File: src/rtl/axi_rd_pkg.sv
// Shared constants, FSM states and helpers for the AXI4 burst read master.
package axi_rd_pkg;

  localparam logic [1:0]  AXI_BURST_INCR = 2'b01;
  localparam logic [1:0]  AXI_RESP_OKAY  = 2'b00;
  localparam int unsigned AXI_4K         = 4096;

  typedef enum logic [2:0] {
    IDLE,
    CALC,
    ADDR,
    DRAIN,
    DONE
  } rd_state_e;

  function automatic int unsigned clog2(input int unsigned value);
    int unsigned result;
    result = 0;
    for (int unsigned i = 0; i < 32; i++)
      if ((64'd1 << i) < 64'(value)) result = i + 1;
    return result;
  endfunction

endpackage

File: src/rtl/axi_rd_skid.sv
// Two-entry skid buffer between the AXI R channel and the output stream.
module axi_rd_skid #(
  parameter int unsigned W = 65
) (
  input  logic         sys_clock,
  input  logic         async_reset,
  input  logic [W-1:0] in_data,
  input  logic         in_valid,
  output logic         in_ready,
  output logic [W-1:0] out_data,
  output logic         out_valid,
  input  logic         out_ready
);

  logic [1:0]   count_q, count_d;
  logic [W-1:0] head_q, tail_q;
  logic         push, pop;

  assign push      = in_valid && in_ready;
  assign pop       = out_valid && out_ready;
  assign out_valid = count_q != 2'd0;
  assign out_data  = head_q;

  always_comb begin
    count_d = count_q;
    if (push && !pop)      count_d = count_q + 2'd1;
    else if (pop && !push) count_d = count_q - 2'd1;
  end

  // in_ready is registered from the next occupancy, so it still means "not full"
  always_ff @(posedge sys_clock or negedge async_reset) begin
    if (!async_reset) begin
      count_q  <= 2'd0;
      head_q   <= '0;
      tail_q   <= '0;
      in_ready <= 1'b0;
    end else begin
      count_q  <= count_d;
      in_ready <= count_d != 2'd2;
      if (pop) head_q <= tail_q;
      if (push) begin
        if (count_q == 2'd0 || (count_q == 2'd1 && pop)) head_q <= in_data;
        else                                             tail_q <= in_data;
      end
    end
  end

endmodule

File: src/rtl/axi_mread_burst.sv
// AXI4 read master: splits one (address, byte count) command into INCR bursts.
module axi_mread_burst
  import axi_rd_pkg::*;
#(
  parameter int unsigned D_WIDTH         = 64,
  parameter int unsigned MAX_BURST       = 16,
  parameter int unsigned MAX_OUTSTANDING = 4
) (
  input  logic               sys_clock,
  input  logic               async_reset,
  input  logic               i_cmd_valid,
  output logic               or_cmd_ready,
  input  logic [31:0]        i_cmd_addr,
  input  logic [31:0]        i_cmd_bytes,
  output logic               or_busy,
  output logic               or_done,
  output logic               or_err,
  output logic [31:0]        or_ar_addr,
  output logic [7:0]         or_ar_len,
  output logic               or_ar_valid,
  input  logic               i_ar_ready,
  output logic [2:0]         o_ar_size,
  output logic [1:0]         o_ar_burst,
  input  logic [D_WIDTH-1:0] i_r_data,
  input  logic [1:0]         i_r_resp,
  input  logic               i_r_last,
  input  logic               i_r_valid,
  output logic               or_r_ready,
  output logic [D_WIDTH-1:0] o_dout_data,
  output logic               o_dout_valid,
  output logic               o_dout_last,
  input  logic               i_dout_ready
);

  localparam int unsigned BB      = D_WIDTH / 8;
  localparam int unsigned SIZE    = clog2(BB);
  localparam int unsigned PW      = (MAX_OUTSTANDING > 1) ? clog2(MAX_OUTSTANDING) : 1;
  localparam logic [31:0] BB_MASK = 32'(BB - 1);

  rd_state_e   state_q, state_d;
  logic [31:0] addr_q, rem_q, rem_after, last_idx_q, r_cnt_q;
  logic [8:0]  cur_beats_q;
  logic [3:0]  outstanding_q;
  logic [7:0]  beat_q;
  logic        err_q, err_d, reject_q, last_seen_q;
  logic [7:0]  len_mem [MAX_OUTSTANDING];
  logic [PW-1:0] wr_ptr_q, rd_ptr_q;

  logic        accept, bad_cmd, ar_hs, r_hs, exp_last, burst_end, final_hs, r_last_out;
  logic [12:0] page_room;
  logic [31:0] page_beats, burst_beats;
  logic [D_WIDTH:0] skid_out;

  assign o_ar_size  = 3'(SIZE);
  assign o_ar_burst = AXI_BURST_INCR;

  assign accept    = i_cmd_valid && or_cmd_ready;
  assign bad_cmd   = ((i_cmd_addr & BB_MASK) != '0) || ((i_cmd_bytes & BB_MASK) != '0) ||
                     (i_cmd_bytes == '0);
  assign ar_hs     = or_ar_valid && i_ar_ready;
  assign r_hs      = i_r_valid && or_r_ready;
  assign exp_last  = beat_q == len_mem[rd_ptr_q];
  // A missing last still closes the burst once the expected count is reached
  assign burst_end = r_hs && (outstanding_q != '0) && (i_r_last || exp_last);
  assign final_hs  = o_dout_valid && i_dout_ready && o_dout_last;
  assign rem_after = rem_q - 32'(cur_beats_q);
  assign r_last_out = r_cnt_q == last_idx_q;

  always_comb begin
    page_room   = 13'(AXI_4K) - {1'b0, addr_q[11:0]};
    page_beats  = 32'(page_room) >> SIZE;
    burst_beats = rem_q;
    if (burst_beats > 32'(MAX_BURST)) burst_beats = 32'(MAX_BURST);
    if (burst_beats > page_beats)     burst_beats = page_beats;
  end

  always_comb begin
    err_d = err_q;
    if (accept) err_d = bad_cmd;
    if (r_hs && ((i_r_resp != AXI_RESP_OKAY) ||
                 ((outstanding_q != '0) && (i_r_last != exp_last))))
      err_d = 1'b1;
  end

  always_comb begin
    state_d = state_q;
    unique case (state_q)
      IDLE:  if (accept) state_d = CALC;
      CALC:  if (reject_q)                                state_d = DONE;
             else if (outstanding_q < 4'(MAX_OUTSTANDING)) state_d = ADDR;
      ADDR:  if (ar_hs) state_d = (rem_after != '0) ? CALC : DRAIN;
      DRAIN: if (outstanding_q == '0 && (last_seen_q || final_hs)) state_d = DONE;
      DONE:  state_d = IDLE;
      default: state_d = IDLE;
    endcase
  end

  always_ff @(posedge sys_clock or negedge async_reset) begin
    if (!async_reset) begin
      state_q       <= IDLE;
      or_cmd_ready  <= 1'b1;
      or_busy       <= 1'b0;
      or_done       <= 1'b0;
      or_err        <= 1'b0;
      or_ar_valid   <= 1'b0;
      or_ar_addr    <= '0;
      or_ar_len     <= '0;
      addr_q        <= '0;
      rem_q         <= '0;
      last_idx_q    <= '0;
      r_cnt_q       <= '0;
      cur_beats_q   <= '0;
      outstanding_q <= '0;
      beat_q        <= '0;
      err_q         <= 1'b0;
      reject_q      <= 1'b0;
      last_seen_q   <= 1'b0;
    end else begin
      state_q      <= state_d;
      or_cmd_ready <= state_d == IDLE;
      or_busy      <= state_d != IDLE;
      or_done      <= state_d == DONE;
      or_err       <= (state_d == DONE) && err_d;
      or_ar_valid  <= state_d == ADDR;
      err_q        <= err_d;

      if (accept) begin
        addr_q      <= i_cmd_addr;
        rem_q       <= i_cmd_bytes >> SIZE;
        last_idx_q  <= (i_cmd_bytes >> SIZE) - 32'd1;
        reject_q    <= bad_cmd;
        r_cnt_q     <= '0;
        beat_q      <= '0;
        last_seen_q <= 1'b0;
      end else begin
        if (r_hs)     r_cnt_q     <= r_cnt_q + 32'd1;
        if (r_hs)     beat_q      <= burst_end ? 8'd0 : beat_q + 8'd1;
        if (final_hs) last_seen_q <= 1'b1;
      end

      if (state_q == CALC && state_d == ADDR) begin
        or_ar_addr  <= addr_q;
        or_ar_len   <= 8'(burst_beats - 32'd1);
        cur_beats_q <= 9'(burst_beats);
      end

      if (ar_hs) begin
        addr_q <= addr_q + (32'(cur_beats_q) << SIZE);
        rem_q  <= rem_after;
      end

      if (ar_hs && !burst_end)      outstanding_q <= outstanding_q + 4'd1;
      else if (burst_end && !ar_hs) outstanding_q <= outstanding_q - 4'd1;
    end
  end

  // Per-burst len FIFO, pushed on AR handshake and popped at each burst end
  always_ff @(posedge sys_clock or negedge async_reset) begin
    if (!async_reset) begin
      wr_ptr_q <= '0;
      rd_ptr_q <= '0;
      for (int unsigned i = 0; i < MAX_OUTSTANDING; i++) len_mem[i] <= '0;
    end else begin
      if (ar_hs) begin
        len_mem[wr_ptr_q] <= or_ar_len;
        wr_ptr_q <= (wr_ptr_q == PW'(MAX_OUTSTANDING - 1)) ? '0 : wr_ptr_q + 1'b1;
      end
      if (burst_end)
        rd_ptr_q <= (rd_ptr_q == PW'(MAX_OUTSTANDING - 1)) ? '0 : rd_ptr_q + 1'b1;
    end
  end

  axi_rd_skid #(
    .W (D_WIDTH + 1)
  ) u_skid (
    .sys_clock   (sys_clock),
    .async_reset (async_reset),
    .in_data     ({r_last_out, i_r_data}),
    .in_valid    (i_r_valid),
    .in_ready    (or_r_ready),
    .out_data    (skid_out),
    .out_valid   (o_dout_valid),
    .out_ready   (i_dout_ready)
  );

  assign o_dout_last = skid_out[D_WIDTH];
  assign o_dout_data = skid_out[D_WIDTH-1:0];

endmodule

File: config.mk
export PLATFORM = sky130hd
export DESIGN_NAME = axi_mread_burst
export DESIGN_NICKNAME = d
export VERILOG_FILES = /design/src/rtl/axi_rd_pkg.sv /design/src/rtl/axi_rd_skid.sv /design/src/rtl/axi_mread_burst.sv
export SDC_FILE = /design/constraint.sdc
export NUM_CORES = 1
export LEC_CHECK = 0
export CAP_MARGIN = 0
export CORE_ASPECT_RATIO = 1.1
export CORE_MARGIN = 10
export CORE_UTILIZATION = 50
export CTS_CLUSTER_DIAMETER = 150
export CTS_CLUSTER_SIZE = 8
export DETAILED_ROUTE_END_ITERATION = 16
export PLACE_DENSITY = 0.78
export SLEW_MARGIN = 0
export SYNTH_ARGS = -nofsm -noshare
export SYNTH_HDL_FRONTEND = slang
export SYNTH_SLANG_ARGS = --single-unit
File: constraint.sdc
create_clock -name sys_clock -period 9.7 [get_ports sys_clock]
set_input_delay 1.94 -clock sys_clock [delete_from_list [all_inputs] [get_ports sys_clock]]
set_output_delay 1.94 -clock sys_clock [all_outputs]
set_load 0.01 [all_outputs]
==> results.toml <==
[critical_path]
reg2reg_depth = 15
cp-start-kind = "input pin"
path_max_fanout = 59
cpMostUsedCell = "buf_4"
reg2reg_from = "rem_q[21]$_DFFE_PN0P_"
worstSetupPathType = "input pin to flop"
critical_path_arrival_ps = 4950
crit_slowest_cell = "nor2_2"
worstPathRequired_ps = 10140
r2r-end = "or_ar_len[4]$_DFFE_PN0P_"
rrSetupSlack_ps = 5430
cp.buffers_inverters = 4
crit_chain = "clkdlybuf4s50_1, nand2_2, buf_4, inv_2, buf_4, nor2_2, nor3_1, a221o_1"
max_stage_delay_ps = 950
critical-path-top-delay-family = "buffers and inverters"
crit_path_end_kind = "flop"

[cells_and_area]
fin_nets = 2312
layout_commonest_cell = "dfrtp_1"
design_area_mm2 = 0.0231
final_cell_mix = "dfrtp_1 (366), nand2_1 (316), clkdlybuf4s50_1 (247), o21ai_0 (167), nor2_1 (129)"
drive_gt1_share_pct = 9.68
area_growth_syn_to_layout_pct = 22.7

[drt]
vias_per_cell = 5.79
dr.pass1.iters = 5
route.vias.total = 15300
drt-total-wl_mm = 53.5
highest_layer = "met4"
postRouteAntennaNets = 0
dr_wl_met3_mm = 3.50
wl_met1_mm = 23.1
wl_per_cell_um = 20.3
met2RoutedLength_mm = 25.6
drt_iter0_drc = 1101
drc = 0

[yosys]
yosys_warnings = 0
seq_area_frac_synth_pct = 48.9
synth_enable_flop_cells = 0
avgSynthCellArea_um2 = 9.90
synth_cell_types = 80
syn_area_mm2 = 0.0188
synthCells = 1899
synth_flop_cell = "dfrtp_1"
synthArstFlopShare_pct = 100
synth_seq_cells = 367

[placement]
io_buffers = 248
hpwl_mm = 37.7
placed_area_mm2 = 0.0217
gp_congestion = 0.920

[clocking]
tritoncts = "built"
h-tree-depth = 2
clk_pin_slew_worst_paths_ps = 50
cts_resized = 0
insertion_delay_ps = 570
root_buffer = "clkbuf_16"
cts_buffers = 51
post-cts-setup-buffer-count = 0
cts.sinks = 367
clock_path_buffers = 3
cts_hold_buf = 0

[die]
initial_core_util_pct = 50.6
die_area_mm2 = 0.0458
coreArea_mm2 = 0.0371
die_w_um = 205
io_pins = 254
die_h_um = 223
rows = 74

[global_routing]
grt_pass1_vias = 15500
grt_pass1_wl_mm = 84.8
antenna_found_initial = 3
grt_max_degree = 150
grtUsageTotal_pct = 22.8
grt_overflow = 0

[sta]
finClkSkew_ps = 31.0
totalNegativeSetupSlack_ps = 0
layout_min_cycle_time_ps = 4510
whs_ps = 469
slew_headroom_pct = 18.7
post-route-period-util_pct = 46.5
slew_viol_final = 0
hold_viol = 0
clock.fmax_mhz = 222
tightest_slew_ps = 1190
rsz0062_at_grt = "false"
setup_viol = 0

[worst_hold_path]
hp-class = "flop to flop"
hold_depth = 1
min_to = "outstanding_q[3]$_DFFE_PN0P_"
hp-start = "outstanding_q[3]$_DFFE_PN0P_"

[run_status]
outcome = "finished clean"

[pwr]
vdd_drop_max_mv = 0.279
p_leak_nw = 9.89
finalPower_mw = 7.41
power.density_mw_per_mm2 = 321

[flow_run]
drv_cap = 0
area by class of cell:
type,count,area [um^2]
multi-input combinational,1404,9150
tap,494,618
fill,3022,14100
clock buffer,60,1310
antenna,4,10.0
sequential,367,9190
inverter,46,173
clock inverter,2,32.5
timing repair buffer,259,2580
per-stage QoR:
stage	utilization, %	std cells	setup slack [ps]
after detailed placement	58.5	2570	4640
after CTS	62.1	2632	5240
after floorplan	-	1907	5610
final	62.1	2636	5190
after global placement	58.5	2570	4780
after global routing	62.1	2634	4950
cell usage after synthesis (all sizes together), types with 21 or more instances:
master  count  area share, %
nand3      29           0.77
inv        46           0.92
mux2      100            6.0
ha         43            2.9
a31oi      22           0.73
nand4      22           0.77
nand2     320            6.4
mux2i      70            3.7
xnor2      75            3.5
and3       22           0.73
nor4       21           0.78
xor2       46            2.1
dfrtp     366             49
clkbuf     72            1.4
a21oi      57            1.5
nor3       41            1.1
o21ai     178            4.7
nor2      132            2.7
how the worst max path moves through the flow:
stage                                     start                       end  slack [ps]  cells past startpoint
after floorplan           rem_q[21]$_DFFE_PN0P_  or_ar_len[6]$_DFFE_PN0P_        5610                     16
after global placement               i_ar_ready    addr_q[22]$_DFFE_PN0P_        4780                      8
after detailed placement             i_ar_ready    addr_q[22]$_DFFE_PN0P_        4640                      8
after CTS                            i_ar_ready    addr_q[22]$_DFFE_PN0P_        5240                      8
after global routing                 i_ar_ready    addr_q[22]$_DFFE_PN0P_        4950                      8
final                                i_ar_ready    addr_q[22]$_DFFE_PN0P_        5190                      8
logic make-up (layout without fill, tap and decap cells):
group / Yosys count / in the layout / share of synthesized area (%)
fa+ha+maj: 46 / 46 / 3.18
flops: 367 / 367 / 48.9
buf+inv: 136 / 367 / 2.82
mux: 178 / 178 / 10.7
xor+xnor: 121 / 121 / 5.64
simple gates: 678 / 678 / 16.6
other cells: 2 / 14 / 0.0400
compound gates: 371 / 371 / 12.2
routing by layer:
metal / track usage (%) / vias up
li1: - / 7117
met1: 29.4 / 7546
met2: 37.8 / 510
met3: 4.62 / 90
met4: 6.79 / 0
met5: 0 / -
flip-flops by register name, summed over array words and instances (netlist names), 2 cells and up:
signal,count
r_cnt_q,32
u_skid.tail_q,65
or_ar_addr,32
wr_ptr_q,2
u_skid.out_data,65
beat_q,8
rd_ptr_q,2
rem_q,32
state_q,3
last_idx_q,30
cur_beats_q,9
outstanding_q,4
addr_q,32
len_mem,32
u_skid.count_q,2
or_ar_len,8
report_power, final:
| part | switching [mW] | internal [mW] |
|---|---|---|
| sequential | 0.579 | 2.20 |
| clock | 0.637 | 0.933 |
| combinational | 1.59 | 1.47 |
| total | 2.80 | 4.61 |
No activity file was read; power rests on OpenSTA's default activity.
==> variant 1 (same settings) <==
The 5 states of `rd_state_e` get a one-hot encoding in 5 bits.
--- a/src/rtl/axi_rd_pkg.sv
+++ b/src/rtl/axi_rd_pkg.sv
@@ -5,12 +5,12 @@
   localparam logic [1:0]  AXI_RESP_OKAY  = 2'b00;
   localparam int unsigned AXI_4K         = 4096;
 
-  typedef enum logic [2:0] {
-    IDLE,
-    CALC,
-    ADDR,
-    DRAIN,
-    DONE
+  typedef enum logic [4:0] {
+    IDLE  = 5'b00001,
+    CALC  = 5'b00010,
+    ADDR  = 5'b00100,
+    DRAIN = 5'b01000,
+    DONE  = 5'b10000
   } rd_state_e;
 
   function automatic int unsigned clog2(input int unsigned value);
Function: no difference found for any inputs over 4 cycles, from zero or initial values and one cycle with async_reset low; so few cycles prove little.
==> variant 1 against the original RTL <==
First-iteration DRC count decreased by 19%. Wire length fell by 4.0%. Sequential share of layout area decreased by 0.086 points. Area after synthesis up 0.38%. Worst setup slack worse by 0.73 ns. Sequential cell count increased by 2. Design area grew 0.78%. Clock skew fell by 0.0065 ns. Power decreased by 13%. Global-route usage decreased by 0.77 points. Maximum frequency decreased by 14%. Via count about the same. Count of clock-buffer cells in the layout up 16. Critical path type is now flip-flop to flip-flop. Critical endpoint is now or_ar_len[6]. Largest cell class unchanged. Largest power group is now registers.
==> variant 1: results (changes against the original RTL) <==
{| class="wikitable"
! Metric !! Value
|-
| Source of the critical timing path || addr_q[3]
|-
| Pin count of the biggest net entering global routing || 143 (-4.7%)
|-
| Startpoint of the lowest-slack hold path || or_ar_addr[28]
|-
| Met1 wire length || 21.69 mm (-6.0%)
|-
| WL per Instance || 19.21 um (-5.4%)
|-
| Status || complete, no violations
|-
| Number of antenna violations at the first check in global routing || 1 (-2)
|-
| Crit path DAT || 5.70 ns (+0.75 ns)
|-
| Max-Slew Margin vs Limit || 0.2239 (+0.03658)
|-
| Static leakage || 10.14 nW (+2.5%)
|-
| Top cells by area, synth || sky130_fd_sc_hd__dfrtp_1 (49%), sky130_fd_sc_hd__nand2_1 (7.1%), sky130_fd_sc_hd__mux2_2 (6.0%)
|-
| Worst hold margin || 0.4772 ns (+0.007794 ns)
|-
| Worst hold path endpoint || or_ar_addr[28]
|-
| Count of distinct cell types in the synthesized netlist || 85 (+6.3%)
|-
| Cell with the largest stage delay on the worst path || sky130_fd_sc_hd__a21oi_2
|-
| Share of synthesized area occupied by flip-flops and latches || 0.4895 (+0.0008718)
|-
| Kind of cell adding the most delay to the critical path || simple AND/OR/NAND/NOR gates
|-
| Biggest fanout along the worst timing path || 18 (-69%)
|-
| Number of global-route vias before repair || 15385 (-0.78%)
|-
| Critical Path End || or_ar_len[6]
|-
| Highest signal layer in the routed design || met5
|-
| Wire length of the first global-routing pass || 82.82 mm (-2.4%)
|-
| Post-detail-place hpwl || 36.39 mm (-3.4%)
|-
| Met1 Usage GRT || 0.2842 (-0.009545)
|-
| VDD IR max || 0.1620 mV (-42%)
|-
| Number of nets in the finished design || 2339 (+1.2%)
|-
| Met3 track demand over resource || 0.04446 (-0.001775)
|-
| Clock buffer count from CTS || 52 (+2.0%)
|-
| Number of cells traversed by the worst register-to-register path || 17 (+2)
|-
| Maximum clock skew at final layout || 0.02450 ns (-0.006507 ns)
|-
| Cell area reported after detailed placement || 0.02178 mm^2 (+0.33%)
|}
## variant 1: cell types whose count changed after synthesis, moves of 6 or more
cell and delta:
sky130_fd_sc_hd__nand2_1 +39, sky130_fd_sc_hd__nor2_1 +13, sky130_fd_sc_hd__inv_1 -8, sky130_fd_sc_hd__or3_1 +6
sky130_fd_sc_hd__o21ai_1 -10, sky130_fd_sc_hd__and4_1 -7, sky130_fd_sc_hd__xor2_1 +10, sky130_fd_sc_hd__nand2b_1 -6
sky130_fd_sc_hd__xnor2_1 -9, sky130_fd_sc_hd__a311oi_1 -7
## variant 1: area by class of cell
type,count,area share
inverter,39,0.006300
clock inverter,2,0.001077
timing repair buffer,262,0.1121
clock buffer,76,0.06171
sequential,369,0.3975
multi-input combinational,1432,0.3947
tap,494,0.02660
## variant 1: kinds of logic (layout without fill, tap and decap cells)
kind of cell,Yosys count,after routing,synth area share
xor+xnor,122,122,0.05663
fa+ha+maj,46,46,0.03170
mux,180,180,0.1074
other cells,2,10,0.0003980
buf+inv,132,379,0.02772
flops,369,369,0.4895
compound gates,350,350,0.1117
simple gates,724,724,0.1749
## variant 1: per-stage QoR
| stage | util | total power [mW] | worst slack, ns | instances |
|---|---|---|---|---|
| 6_report | 0.6242 | 6.482 | 4.459 | 2674 |
| 5_1_grt | 0.6242 | 6.891 | 4.095 | 2674 |
| 4_1_cts | 0.6242 | 6.518 | 4.521 | 2674 |
| 3_5_place_dp | 0.5850 | 4.833 | 4.523 | 2596 |
| 3_3_place_gp | 0.5850 | 4.722 | 4.773 | 2596 |
| 2_1_floorplan | - | 3.901 | 4.857 | 1933 |
## variant 1: power breakdown
group | total, mW | internal (mW) | switching, mW
registers | 2.51 | 2.06 | 0.449
clock network | 1.66 | 1.00 | 0.654
logic | 2.32 | 1.12 | 1.20
==> variant 2 (config.mk and constraints unchanged) <==
Made on the original files. The parameter `MAX_BURST` goes from 16 to 8.
--- a/src/rtl/axi_mread_burst.sv
+++ b/src/rtl/axi_mread_burst.sv
@@ -3,7 +3,7 @@
   import axi_rd_pkg::*;
 #(
   parameter int unsigned D_WIDTH         = 64,
-  parameter int unsigned MAX_BURST       = 16,
+  parameter int unsigned MAX_BURST       = 8,
   parameter int unsigned MAX_OUTSTANDING = 4
 ) (
   input  logic               sys_clock,
Check against the original RTL: not equivalent (a bounded check fails within 4 cycles, from zero or initial values and one cycle with async_reset low).
==> variant 2 against the original RTL <==
Via count shrank 1.2%. Die area shrank 0.31%. Global-route usage shrank 0.40 points. Worst setup slack lost 0.63 ns. Design area shrank 0.15%. Wire length shrank 2.4%. Sequential share of layout area grew 0.058 points. Critical path depth grew 8. Power shrank 2.1%. Sequential cell count is the same. Area after synthesis shrank 0.35%. Critical path type is now flip-flop to flip-flop.
==> variant 2: results (changes against the original RTL) <==
{| class="wikitable"
! Metric !! Value
|-
| Reg2Reg Launch Point || rem_q[11]
|-
| Grt met2 use || 0.3712 (-0.006585)
|-
| Number of antenna violations at the first check in global routing || 6 (+3)
|-
| Met3 track demand over resource || 0.04421 (-0.002029)
|-
| Highest signal layer in the routed design || met5
|-
| Met2 layer wire length in the routed design || 25.39 mm (-0.72%)
|-
| Met1 Usage GRT || 0.2820 (-0.01176)
|-
| Total length of routed met3 wires || 3.311 mm (-5.3%)
|-
| Fraction of layout instances using a drive strength above 1 || 0.1001 (+0.003275)
|-
| Minimum setup slack among reg-to-reg paths || 4.56 ns (-0.87 ns)
|-
| Crit path DAT || 5.64 ns (+0.69 ns)
|-
| Count of distinct cell types in the synthesized netlist || 80 (unchanged)
|-
| Total detailed-routing wirelength || 52.22 mm (-2.4%)
|-
| Worst hold path endpoint || or_ar_addr[22]
|-
| Total instance count after detailed placement || 2557 (-0.51%)
|-
| GR Util All Layers || 0.2236 (-0.003995)
|-
| Pin count of the biggest net entering global routing || 141 (-6.0%)
|-
| VDD IR max || 0.1799 mV (-35%)
|-
| Met1 wire length || 21.90 mm (-5.1%)
|-
| GPL Wtd Cong || 0.9338 (+1.5%)
|-
| Source of the critical timing path || rem_q[11]
|-
| Share of synthesized area occupied by flip-flops and latches || 0.4903 (+0.001697)
|-
| Worst hold margin || 0.4721 ns (+0.002739 ns)
|-
| Layout filler cell count || 3001 (-0.69%)
|-
| Clock Tree Buf Depth || 3 (unchanged)
|-
| Biggest fanout along the worst timing path || 15 (-75%)
|-
| Number of cells traversed by the worst register-to-register path || 16 (+1)
|-
| Most instantiated cells after synthesis || sky130_fd_sc_hd__dfrtp_1 (366), sky130_fd_sc_hd__nand2_1 (325), sky130_fd_sc_hd__o21ai_0 (162)
|-
| Net switching component of the power || 2.716 mW (-3.0%)
|-
| Status || complete, no violations
|-
| Power per standard cell area || 315.1 mW/mm^2 (-1.9%)
|-
| Number of cells on the worst hold path || 2 (+1)
|-
| WL per Instance || 19.88 um (-2.1%)
|-
| Final min period || 5.144 ns (+0.6315 ns)
|-
| Wire length of the first global-routing pass || 83.39 mm (-1.7%)
|-
| Cell with the largest stage delay on the worst path || sky130_fd_sc_hd__a21oi_1
|-
| Via density || 5.742 (-0.84%)
|-
| Kind of cell adding the most delay to the critical path || simple AND/OR/NAND/NOR gates
|-
| First-pass DRT Iterations || 6 (+1)
|-
| Cell count after synthesis || 1889 (-0.53%)
|-
| Top cells by area, synth || sky130_fd_sc_hd__dfrtp_1 (49%), sky130_fd_sc_hd__nand2_1 (6.5%), sky130_fd_sc_hd__mux2_2 (5.8%)
|-
| Critical Path End || or_ar_len[6]
|-
| Post-detail-place hpwl || 37.13 mm (-1.5%)
|-
| Number of nets in the finished design || 2299 (-0.56%)
|-
| IO buf count || 248 (unchanged)
|}
[variant 2: final cells by class]
cell class,instances,area share
diodes,4,0.0004348
clock buffers,64,0.05940
clock inverters,1,0.0008696
inverters,35,0.005707
multi-input cells,1399,0.3946
flip-flops and latches,367,0.3990
well taps,494,0.02685
repair buffers,262,0.1132
[variant 2: cell families after synthesis]
kind of cell             Yosys count  share of synthesized area
adder cells (fa/ha/maj)           46                    0.03193
other                              2                  0.0004009
XOR/XNOR                         117                    0.05471
flip-flops                       367                     0.4903
AND/OR/NAND/NOR                  685                     0.1710
buffers and inverters            132                    0.02812
AO/OA/AOI/OAI                    365                     0.1182
multiplexers                     175                     0.1053
[variant 2: per-stage QoR]
stage,cell area [um^2],utilization
2_1_floorplan,18770,-
3_3_place_gp,21620,0.5839
3_5_place_dp,21620,0.5839
4_1_cts,23010,0.6214
5_1_grt,23020,0.6216
6_report,23020,0.6216
